$ cat src/rtl/usreg_param.sv
// Parametrised universal shift register with a counted burst engine; direct ops and burst steps take effect on the next edge.
// No backpressure: start is accepted only in IDLE (dropped while busy); done pulses one cycle after the final burst step.
module usreg_param #(
  parameter int WIDTH = 8,
  parameter int CNT_W = 4
) (
  input  logic             clk,
  input  logic             rst,
  input  logic             en,
  input  logic [2:0]       mode,
  input  logic [WIDTH-1:0] data_in,
  input  logic             serial_in_r,
  input  logic             serial_in_l,
  input  logic             start,
  input  logic [CNT_W-1:0] count,
  output logic [WIDTH-1:0] data_out,
  output logic             serial_out_r,
  output logic             serial_out_l,
  output logic             busy,
  output logic             done
);

  typedef enum logic {IDLE = 1'b0, RUN = 1'b1} state_t;

  state_t           state_q;
  state_t           state_nxt;
  logic [CNT_W-1:0] rem_q;
  logic [2:0]       mode_q;
  logic [WIDTH-1:0] q;
  logic [WIDTH-1:0] shifted;
  logic [2:0]       op_sel;
  logic             accept;
  logic             do_op;
  logic             last_step;
  logic             done_q;

  // start beats en in IDLE; the accepting edge itself leaves the register alone
  assign accept    = (state_q == IDLE) && start;
  assign do_op     = (state_q == RUN) || ((state_q == IDLE) && !start && en);
  assign last_step = (state_q == RUN) && (rem_q == CNT_W'(1));
  assign op_sel    = (state_q == RUN) ? mode_q : mode;

  always_comb begin
    shifted = q;
    case (op_sel)
      3'b000:  shifted = q;
      3'b001:  shifted = {serial_in_r, q[WIDTH-1:1]};
      3'b010:  shifted = {q[WIDTH-2:0], serial_in_l};
      3'b011:  shifted = data_in;
      3'b100:  shifted = {q[0], q[WIDTH-1:1]};
      3'b101:  shifted = {q[WIDTH-2:0], q[WIDTH-1]};
      3'b110:  shifted = {q[WIDTH-1], q[WIDTH-1:1]};
      default: shifted = '0;
    endcase
  end

  always_ff @(posedge clk) begin
    if (!rst) begin
      state_q <= IDLE;
      rem_q   <= '0;
      mode_q  <= 3'b000;
      q       <= '0;
      done_q  <= 1'b0;
    end else begin
      state_q <= state_nxt;
      done_q  <= (accept && (count == '0)) || last_step;
      if (accept) begin
        rem_q  <= count;
        mode_q <= mode;
      end else if (state_q == RUN) begin
        rem_q <= rem_q - CNT_W'(1);
      end
      if (do_op) begin
        q <= shifted;
      end
    end
  end

  always_comb begin
    state_nxt = state_q;
    case (state_q)
      IDLE:    if (start && (count != '0)) state_nxt = RUN;
      RUN:     if (last_step) state_nxt = IDLE;
      default: state_nxt = IDLE;
    endcase
  end

  always_comb begin
    data_out     = q;
    serial_out_r = q[0];
    serial_out_l = q[WIDTH-1];
    busy         = (state_q == RUN);
    done         = done_q;
  end

endmodule

$ cat config.mk
export PLATFORM = sky130hd
export DESIGN_NAME = usreg_param
export DESIGN_NICKNAME = d
export VERILOG_FILES = /design/src/rtl/usreg_param.sv
export SDC_FILE = /design/constraint.sdc
export NUM_CORES = 1
export LEC_CHECK = 0
export ABC_AREA = 1
export CAP_MARGIN = 20
export CORE_MARGIN = 5
export CORE_UTILIZATION = 42
export CTS_BUF_LIST = sky130_fd_sc_hd__clkbuf_8 sky130_fd_sc_hd__clkbuf_16
export DETAILED_ROUTE_END_ITERATION = 10
export PLACE_DENSITY = 0.75
export SYNTH_ARGS = -nofsm -noshare
export SYNTH_HDL_FRONTEND = slang
export SYNTH_SLANG_ARGS = --single-unit
$ cat constraint.sdc
create_clock -name clk -period 1.4 [get_ports clk]
set_clock_uncertainty 0.1 [all_clocks]
set_input_delay 0.28 -clock clk [delete_from_list [all_inputs] [get_ports clk]]
set_output_delay 0.28 -clock clk [all_outputs]
set_load 0.005 [all_outputs]
==> flow_metrics.py <==
metrics = {
    "status": {
        "outcome": "finished with violations",
        "violations": "negative setup slack",
    },
    "clock_network": {
        "clk_path_buf_depth": 2,
        "cts_buffers": 3,
        "cts_tree": "done",
        "clk_pin_slew_worst_paths_ps": 70,
        "cts-root-buf": "clkbuf_8",
        "clk_latency_ps": 250,
        "clock-sinks": 17,
        "htreeDepth": 1,
    },
    "logic_synthesis": {
        "async_reset_ff_share_pct": 0,
        "synth.avg_cell_area_um2": 6.77,
        "postSynthCellCount": 167,
        "synthesis.area_mm2": 0.00113,
        "synth_most_common_cell": "nand2_1",
        "synth-seq-cells": 17,
        "ys_warn_count": 0,
        "synth-main-ff-cell": "dfxtp_1",
        "synth.distinct_cells": 26,
        "synth_top_area_share_pct": 30.1,
        "synth_area_leaders": "dfxtp_1, nand2_1, nand2_4, inv_1, a21oi_2",
        "synth_edf_count": 0,
        "ys_seq_area_share_pct": 30.1,
        "syn_nets": 190,
        "yosys-top-cells-count": "nand2_1, dfxtp_1, inv_1",
        "synth_area_leader_cell": "dfxtp_1",
    },
    "cells_and_area": {
        "utilization_pct": 73.4,
        "final_cell_area_mm2": 0.00185,
        "drive_above_1_share_pct": 34.2,
        "area_delta_synth_final_pct": 63.6,
        "antenna_cells": 0,
        "fin_nets": 246,
        "fillers": 199,
    },
    "sta": {
        "max_slew_margin_pct": 63.2,
        "max_slew.worst_pin.slew_ps": 551,
        "setup_tns_ps": -436,
        "min_period_over_period_pct": 106,
        "fin_crit_ps": 1490,
        "max_freq_mhz": 673,
        "finalSetupViolations": 8,
        "fin_ws_ps": -85.7,
        "rsz0062_at_grt": "true",
        "drv_slew": 0,
        "finalHoldViolCount": 0,
    },
    "routing": {
        "wirelength_mm": 3.41,
        "drtIter0Drc": 70,
        "vias": 1275,
        "viasPerCell": 5.06,
        "drtPass1Iterations": 5,
        "drc": 0,
        "post_drt_wl_per_cell_um": 13.5,
        "ant_nets": 0,
    },
    "worst_setup_path": {
        "crit_start": "busy",
        "critical_path.max_stage_delay_ps": 350,
        "crit_required_ps": 1420,
        "crit_fanout": 7,
        "reg2regPathDepth": 10,
        "worstReg2RegStart": "busy",
        "worstSetupEndpointType": "flip-flop",
        "worstReg2RegEnd": "data_out[7]",
        "worst-path-stages": 10,
        "critPathKind": "reg2reg",
        "cp_cell_sequence": "buf_8 -> inv_8 -> nand2_4 -> nand2_8 -> inv_6 -> buf_4 -> nand4_1 -> nand3_1 -> nand2_1 -> a21oi_2",
        "cp-endpoint": "data_out[7]",
        "cp_top_family": "simple AND/OR/NAND/NOR gates",
        "critical_path.slowest_cell": "dfxtp_4",
        "start_kind": "flip-flop",
        "rrSetupSlack_ps": -90,
        "cp_num_buf_inv": 4,
        "crit_arrival_ps": 1510,
    },
    "die": {
        "initial_core_util_pct": 44.8,
        "io_pins": 33,
        "die_area_mm2": 0.00383,
        "row_count": 18,
        "die_h_um": 61.9,
        "dieWidth_um": 61.9,
        "fp.coreArea_mm2": 0.00252,
    },
    "grt": {
        "grt_pass1_wl_mm": 6.00,
        "overflow": 0,
        "grt_util_all_layers_pct": 21.0,
        "grt_pass1_vias": 1364,
        "antenna_found_initial": 0,
        "grt_max_degree": 13,
    },
    "pwr": {
        "leakage_nw": 0.868,
        "ir_drop_v": 0.000954,
        "pwr_density_cell_mw_per_mm2": 797,
        "total_power_mw": 1.48,
    },
    "hold_path": {
        "min_path_type": "in2reg",
    },
    "job": {
        "maxCapViolCount": 0,
    },
    "place": {
        "dpl.hpwl_mm": 2.34,
        "io_buffers": 32,
        "dpl-instance-area_mm2": 0.00159,
        "gp_congestion": 0.836,
    },
}
[stage by stage]
stage                     hold slack, ps  worst slack [ps]  std cells
after global routing                 273              -185        252
after global placement               343              -287        242
after floorplan                      278              41.9        167
after CTS                            352             -52.7        252
final                                257             -85.7        252
after detailed placement             352              -327        242
[power by group]
group / internal [mW] / switching (mW)
Sequential: 0.514 / 0.0247
Clock: 0.194 / 0.168
Combinational: 0.266 / 0.308
Total: 0.975 / 0.501
[cells in the final DEF, fill, tap and decap left out, types with 8 or more instances in the layout]
cell	n
a21oi_2	8
buf_4	20
clkdlybuf4s50_1	17
dfxtp_1	9
dlygate4sd2_1	14
inv_1	18
nand2_1	51
nand2_4	9
nand3_1	10
[cells by family (layout without fill, tap and decap cells)]
kind of cell    Yosys count  after routing  synth area share [%]
buf+inv                  26             81                  10.2
xor+xnor                  1              1                 0.774
compound gates           21             21                  12.4
flops                    17             17                  30.1
fa+ha+maj                 2              2                  2.21
simple gates            100            100                  44.4
[metal layers]
metal  wire length [um]  share of wire [%]  vias to the layer above  track usage [%]
met5                  0                  0                        -                0
met4                 83                2.4                        0             8.79
met3                157                4.6                        8             4.75
met2               1820                 53                       35             38.0
met1               1350                 40                      590             23.5
li1                   -                  -                      642                -
[area by class of cell]
type	instances	area (um^2)	area share [%]
Sequential cell	17	353	19.1
Clock buffer	3	41.3	2.23
Inverter	22	103	5.54
Timing Repair Buffer	55	505	27.3
Tap cell	30	37.5	2.03
Clock inverter	1	3.75	0.203
Multi-Input combinational cell	124	807	43.6
[worst min-delay path by stage]
stage,slack [ps],end,cells after the start,from
after floorplan,280,rem_q[0],2,rst
after global placement,340,mode_q[2],2,mode_q[2]
after detailed placement,350,mode_q[2],2,mode_q[2]
after CTS,350,mode_q[1],3,mode[1]
after global routing,270,mode_q[0],3,mode[0]
final,260,mode_q[0],3,mode[0]
[worst min-delay path: cells and delay by family]
kind,cells,cell delay (ps)
compound gates,1,60
buf+inv,2,220
[registers in the layout (all words and copies together) (netlist names)]
register and flops:
data_out 8, busy 1, done 1, rem_q 4, mode_q 3
[repair_timing]
| action | 4_1_cts | 5_1_grt |
|---|---|---|
| hold buffers | 0 | 0 |
| gates resized for setup | 50 | 11 |
| pin swaps | 21 | 9 |
| setup endpoints to repair | 20 | 12 |
| setup buffers | 6 | 0 |
(Power assumes the default switching activity.)
